**config.mk**
```make
export PLATFORM = sky130hd
export DESIGN_NAME = alu_ex_stage
export DESIGN_NICKNAME = d
export VERILOG_FILES = /design/src/rtl/alu_ex_stage.sv
export SDC_FILE = /design/constraint.sdc
export NUM_CORES = 1
export LEC_CHECK = 0
export CAP_MARGIN = 10
export CORE_MARGIN = 1
export CORE_UTILIZATION = 30
export CTS_CLUSTER_DIAMETER = 60
export CTS_CLUSTER_SIZE = 30
export DETAILED_ROUTE_END_ITERATION = 10
export HOLD_SLACK_MARGIN = 0.1
export MAX_ROUTING_LAYER = met4
export PLACE_DENSITY = 0.53
export SLEW_MARGIN = 20
export SYNTH_ARGS = -nofsm -noshare
export SYNTH_HDL_FRONTEND = slang
export SYNTH_SLANG_ARGS = --single-unit
export TNS_END_PERCENT = 100
```
**constraint.sdc**
```tcl
create_clock -name clk -period 3.5 [get_ports clk]
set_input_delay 0.7 -clock clk [delete_from_list [all_inputs] [get_ports clk]]
set_output_delay 0.7 -clock clk [all_outputs]
set_load 0.02 [all_outputs]
```
**src/rtl/alu_ex_stage.sv**
```systemverilog
// alu_ex_stage: single-cycle integer ALU execute stage with a registered
// result and a one-entry skid buffer, so in_ready depends only on state.
module alu_ex_stage #(
  parameter int XLEN = 32
) (
  input  logic            clk,
  input  logic            rst_n,
  input  logic            in_valid,
  output logic            in_ready,
  input  logic [3:0]      in_op,
  input  logic [XLEN-1:0] rs1,
  input  logic [XLEN-1:0] rs2,
  input  logic [4:0]      in_rd_addr,
  output logic            out_valid,
  input  logic            out_ready,
  output logic [XLEN-1:0] rd,
  output logic [4:0]      out_rd_addr,
  output logic            out_illegal
);
  typedef enum logic [1:0] {EMPTY, ONE, FULL} state_t;
  state_t          state;
  logic [XLEN-1:0] res, skid_rd;
  logic [4:0]      skid_addr;
  logic            ill, skid_ill;
  logic [4:0]      shamt;
  logic            accept, consume;
  assign shamt     = rs2[4:0];
  assign in_ready  = state != FULL;
  assign out_valid = state != EMPTY;
  assign accept    = in_valid && in_ready;
  assign consume   = out_valid && out_ready;
  always_comb begin
    res = '0;
    ill = 1'b0;
    case (in_op)
      4'b0000: res = rs1 + rs2;
      4'b1000: res = rs1 - rs2;
      4'b0001: res = rs1 << shamt;
      4'b0010: res = XLEN'($signed(rs1) < $signed(rs2));
      4'b0011: res = XLEN'(rs1 < rs2);
      4'b0100: res = rs1 ^ rs2;
      4'b0101: res = rs1 >> shamt;
      4'b1101: res = $unsigned($signed(rs1) >>> shamt);
      4'b0110: res = rs1 | rs2;
      4'b0111: res = rs1 & rs2;
      default: ill = 1'b1;
    endcase
  end
  always_ff @(posedge clk or negedge rst_n) begin
    if (!rst_n) begin
      state       <= EMPTY;
      rd          <= '0;
      out_rd_addr <= '0;
      out_illegal <= 1'b0;
      skid_rd     <= '0;
      skid_addr   <= '0;
      skid_ill    <= 1'b0;
    end else begin
      case (state)
        EMPTY: if (accept) begin
          rd          <= res;
          out_rd_addr <= in_rd_addr;
          out_illegal <= ill;
          state       <= ONE;
        end
        ONE: if (accept && consume) begin
          rd          <= res;
          out_rd_addr <= in_rd_addr;
          out_illegal <= ill;
        end else if (accept) begin
          skid_rd     <= res;
          skid_addr   <= in_rd_addr;
          skid_ill    <= ill;
          state       <= FULL;
        end else if (consume) begin
          state       <= EMPTY;
        end
        FULL: if (consume) begin
          rd          <= skid_rd;
          out_rd_addr <= skid_addr;
          out_illegal <= skid_ill;
          state       <= ONE;
        end
        default: state <= EMPTY;
      endcase
    end
  end
endmodule

```
==> qor.yml, run 1 <==
slew_headroom: 0.3715
grt_pass1_wl_mm: 94.34
grt_remaining_overflow: 0
drt_pre_antenna_iters: 5
ys_seq_area_frac: 0.1573
dpl.hpwl_mm: 53.65
drtIter0Drc: 1373
coreArea_mm2: 0.04083
io_buffers: 116
finalSetupViolCount: 0
grt.total_usage: 0.3140
drc_errors: 0
fin_crit_ns: 3.459
synth_ff_type: "dfrtp_1"
power_leakage_nw: 8.334
area_growth_pct: 51.69
power.total_mw: 5.804
syn_area_mm2: 0.01241
grt_antenna_before_repair: 2
crit_family: "compound AO/OA/AOI/OAI gates"
synth_edf_count: 0
min_path_type: "in2async"
cts_max_path_buffers: 2
start_util: 0.3039
vias_per_cell: 5.677
critical_path_class: "in2reg"
synth_area_per_cell_um2: 7.593
crit_fanout: 4
routed_wl_mm: 65.17
finClkSkew_ns: 0.006235
die_y_um: 205.4
rrSetupSlack_ns: 1.16
rsz0062_at_grt: "true"
path_cells: "dlygate4sd2_1 > inv_1 > ha_4 > a21o_1 > a211o_1 > o21bai_1 > a221oi_2 > buf_4 > buf_4 > nand2_1 > a221o_1 > a211oi_2 > buf_4 > a21oi_1"
crit_buf_inv: 5
cts_buffers: 9
ys_warn_count: 0
ir_worst_vdd_mv: 0.2677
path_common_cell: "buf_4"
nNetsFinal: 2305
dieArea_mm2: 0.04217
num-fill-cells: 4058
rows: 74
ys_top_cells_by_area: "dfrtp_1 16%, mux4_2 11%, ha_1 9.9%, a21oi_1 6.3%, nor2_1 6.2%"
synth_nets: 1811
ys_seq_elements: 78
slew_violations: 0
die_w_um: 205.4
crit_path_start_kind: "input pin"
maxCapViolCount: 0
synthDistinctLibCells: 78
tightestPinTransition_ns: 0.9398
regArea_mm2: 0.001952
grt_max_degree: 79
clkTransAtPathRegs_ns: 0.06
ys_async_sr_fraction: 1.000
clock-root-buffer: "clkbuf_16"
max_stage_delay_ns: 0.38
num_vias: 15140
clkSinkCount: 78
synthesis.instances: 1634
routedWlPerCell_um: 24.44
cp-end-kind: "register"
clock.fmax_mhz: 289.1
num_io_pins: 117
multi_input_area_mm2: 0.01048
crit_arrival_ns: 3.66
crit_required_ns: 3.70
drive_above_1_share: 0.3593
gp_congestion: 1.044
hold_viol: 0
min_period_over_period: 0.9882
first_global_vias: 14330
synth_largest_area_cell: "dfrtp_1"
htreeDepth: 3
utilization: 0.4609
antenna_left: 0
clock_latency_ns: 0.33
cts_tree: "yes"
outcome: "complete, no violations"
power_density_mw_per_mm2: 308.4
slowest_stage: "dlygate4sd2_1"
synth_top_cell_area_share: 0.1573
[layout make-up]
cell class / instances / share of cell area
clock buffers: 10 / 0.01217
repair buffers: 605 / 0.2653
diodes: 3 / 0.0003989
multi-input cells: 1320 / 0.5566
inverters: 114 / 0.02333
well taps: 532 / 0.03537
clock inverters: 5 / 0.003191
flip-flops and latches: 78 / 0.1037
[kinds of logic after synthesis]
| kind of cell | count (synthesis) | synth area share |
|---|---|---|
| xor+xnor | 17 | 0.01200 |
| buf+inv | 236 | 0.07745 |
| flops | 78 | 0.1573 |
| compound gates | 565 | 0.2957 |
| fa+ha+maj | 100 | 0.1021 |
| mux | 132 | 0.1677 |
| simple gates | 506 | 0.1878 |
[path summary, 6_finish.rpt]
check | startpoint | to | depth (start not counted)
min in group clk | rd[17] | rd[17] | 1
min reg2reg | rd[17] | rd[17] | 1
max | rs1[13] | rd[20] | 14
max in group asynchronous | rst_n | skid_ill | 2
max reg2reg | state[0] | rd[17] | 9
min | rst_n | rd[15] | 1
[registers in the layout (all words and copies together), names as in the netlist]
name	count
skid_rd	32
rd	32
skid_addr	5
skid_ill	1
out_rd_addr	5
state	2
out_illegal	1
[synthesized netlist by cell type, types with 19 or more instances]
library cell  number
a21oi_1          155
buf_2             21
a211oi_1          30
mux4_2            59
nand2_1          114
mux2i_1           56
a221oi_1          19
nor3_1            36
o211ai_1          21
a31oi_1           24
dfrtp_1           78
nand3_1           27
a21o_1            27
inv_1            111
o21ai_0          122
ha_1              98
or3_1             33
a22oi_1           20
clkbuf_1          86
nor2_1           205
[layout by cell type (no fill, tap or decap), types with 19 or more instances in the layout]
| cell type | instances |
|---|---|
| nor3_1 | 25 |
| nor2_1 | 195 |
| a21o_1 | 27 |
| a22oi_1 | 20 |
| or3_1 | 33 |
| nand2_1 | 114 |
| dfrtp_1 | 78 |
| ha_4 | 19 |
| a21oi_1 | 139 |
| inv_1 | 86 |
| inv_2 | 23 |
| nand3_1 | 27 |
| o211ai_1 | 21 |
| clkdlybuf4s50_1 | 82 |
| o21ai_0 | 111 |
| a211oi_1 | 23 |
| buf_4 | 470 |
| mux4_2 | 59 |
| mux2i_1 | 54 |
| ha_1 | 74 |
[power breakdown]
group | total, mW | switching (mW) | internal [mW]
sequential | 1.40 | 0.177 | 1.22
combinational | 3.50 | 1.89 | 1.60
clock | 0.908 | 0.357 | 0.551
[layer usage]
metal,up-vias,global-route usage,part of all wire
met5,-,-,0
met1,7329,0.4166,0.44
li1,7057,-,-
met4,0,0.1561,0.058
met3,123,0.02787,0.061
met2,631,0.4777,0.44
[metrics by stage]
step	hold WS [ns]	TNS [ns]	setup slack (ns)	area (um2)	std cells
after floorplan	0.4044	0	0.01400	12530	1634
after CTS	0.4804	-0.08466	-0.03409	18200	2655
after detailed placement	0.4664	-35.49	-0.9246	17450	2636
after global placement	0.4615	-34.54	-0.9556	17450	2636
after global routing	0.2622	-0.1019	-0.02753	18820	2666
final	0.2506	0	0.04138	18820	2667
[repair_timing]
item	4_1_cts	5_1_grt
pin swaps	31	46
gates cloned	0	0
gates resized for setup	104	138
setup buffers	5	8
endpoints found under the setup margin	53	51
hold buffers	0	0
(Power assumes the default switching activity.)
==> run 2, diff against run 1 <==
SLEW_MARGIN = unset   (was 20)
==> run 2 against run 1 <==
Combinational power is essentially flat. Core utilization shrank 0.073 points. Global-route usage is the same. Critical path depth shrank 2. Via count shrank 0.38%. Final area shrank 0.16%. Clock-buffer cell count is the same. Setup slack lost 0.0023 ns. Sequential share of layout area is essentially flat. Critical path type unchanged. Largest power group unchanged. Highest routed layer unchanged.
==> qor.yml, run 2 (synthesis gave the netlist of run 1 again) <==
outcome: "complete, no violations"
start_util: 0.3039  # unchanged
place_area_mm2: 0.01745  # unchanged
cts_tree: "yes"
num_io_pins: 117  # unchanged
gp_congestion: 1.044  # unchanged
first_global_vias: 14330  # unchanged
cts_max_path_buffers: 2  # unchanged
cp-end-kind: "register"
final_area_mm2: 0.01879  # -0.16%
tightestPinTransition_ns: 0.9885  # +0.04872 ns
routed_wl_mm: 65.20  # about the same
fin_cells: 2665  # -0.075%
rsz0062_at_grt: "true"
critical_path_class: "in2reg"
io_buffers: 116  # unchanged
dieArea_mm2: 0.04217  # unchanged
htreeDepth: 3  # unchanged
power_density_mw_per_mm2: 308.8  # +0.12%
setup_tns_ns: 0  # unchanged
coreArea_mm2: 0.04083  # unchanged
grt_pass1_wl_mm: 94.34  # unchanged
power_leakage_nw: 8.321  # -0.15%
fin_crit_ns: 3.461  # +0.002342 ns
clock-root-buffer: "clkbuf_16"
drt_pre_antenna_iters: 5  # unchanged
clock.fmax_mhz: 288.9  # about the same
rows: 74  # unchanged
drive_above_1_share: 0.3590  # about the same
antenna_left: 0  # unchanged
die_y_um: 205.4  # unchanged
crit_fanout: 5  # +1
die_w_um: 205.4  # unchanged
hold_slack_ns: 0.4780  # +0.2274 ns
area_growth_pct: 51.45
placed_cells: 2636  # unchanged
clock_latency_ns: 0.33  # about the same
crit_arrival_ns: 3.66  # about the same
grt_antenna_before_repair: 2  # unchanged
num_vias: 15080  # -0.38%
grt_max_degree: 79  # unchanged
clkTransAtPathRegs_ns: 0.06  # about the same
hold_viol: 0  # unchanged
clkSinkCount: 78  # unchanged
vias_per_cell: 5.659  # -0.31%
final_cell_mix: "470 x buf_4, 195 x nor2_1, 139 x a21oi_1"
routedWlPerCell_um: 24.46  # +0.11%
min_path_type: "reg2reg"
drc_errors: 0  # unchanged
finalSetupViolCount: 0  # unchanged
crit_required_ns: 3.70  # about the same
min_period_over_period: 0.9888  # about the same
ir_worst_vdd_mv: 0.2664  # -0.50%
nNetsFinal: 2304  # -0.043%
dpl.hpwl_mm: 53.65  # unchanged
layout_commonest_cell: "buf_4"
maxCapViolCount: 0  # unchanged
grt_remaining_overflow: 0  # unchanged
cts_buffers: 9  # unchanged
slew_headroom: 0.3410  # -0.03049
drtIter0Drc: 1468  # +6.9%
finClkSkew_ns: 0.006542  # +0.0003076 ns
slew_violations: 0  # unchanged
crit_path_start_kind: "input pin"
grt.total_usage: 0.3140  # unchanged
reg.largest.list: "rd x32, skid_rd x32"
==> run 2: changes by cell type in the layout (fill, tap and decap cells not counted) <==
cell / change
buf_16: -1
diode_2: -1
==> run 2: critical path: stages <==
cell,delay [ns]
clkdlybuf4s15_1,0.21
inv_1,0.08
ha_4,0.26
or3_4,0.40
or4_4,0.55
a21oi_4,0.24
o31ai_4,0.08
a21boi_2,0.19
o21ai_2,0.10
a221o_1,0.41
a2111oi_2,0.37
nor3_1,0.07
==> run 2: path summary, 6_finish.rpt <==
check	start	depth (start not counted)	slack, ns	endpoint
hold / removal	rd[17]	1	0.48	rd[17]
setup reg to reg	state[0]	9	1.17	rd[17]
min in group asynchronous	rst_n	1	0.51	rd[2]
max in group asynchronous	rst_n	1	2.32	skid_rd[16]
hold reg to reg	rd[17]	1	0.48	rd[17]
setup / recovery	rs1[7]	12	0.04	rd[29]
==> run 2: power by group <==
| part | leakage [nW] | internal (mW) | switching, mW |
|---|---|---|---|
| Sequential | 0.912 | 1.22 | 0.178 |
| Clock | 0.139 | 0.551 | 0.356 |
| Combinational | 7.27 | 1.60 | 1.90 |
==> run 2: area by class of cell <==
| cell class | instances | area (um2) |
|---|---|---|
| flip-flops and latches | 78 | 1952 |
| clock buffers | 10 | 229.0 |
| repair buffers | 604 | 4965 |
| fillers | 4063 | 22040 |
| well taps | 532 | 665.6 |
| diodes | 2 | 5.005 |
| inverters | 114 | 439.2 |
| multi-input cells | 1320 | 10480 |
| clock inverters | 5 | 60.06 |
==> run 2: routing by layer <==
metal,part of all wire,GRT usage,wire length [um],vias to the layer above
li1,-,-,-,7042
met1,0.44,0.4166,28800,7327
met2,0.44,0.4777,28940,596
met3,0.057,0.02787,3718,117
met4,0.057,0.1561,3744,0
met5,0,-,0,-
==> run 2: stage by stage <==
step                  util  setup WS (ns)  power [mW]
finish              0.4602        0.03904       5.802
global route        0.4602       -0.02753       6.134
CTS                 0.4456       -0.03409       5.669
detailed placement  0.4274        -0.9246       4.660
global placement    0.4274        -0.9556       4.628
floorplan                -        0.01400       3.005
==> run 2: timing repair <==
item / CTS / global route
pin swaps: 31 / 46
gates resized for setup: 104 / 138
buffers inserted: 5 / 8
gates cloned: 0 / 0
hold buffers: 0 / 0
endpoints found under the setup margin: 53 / 51
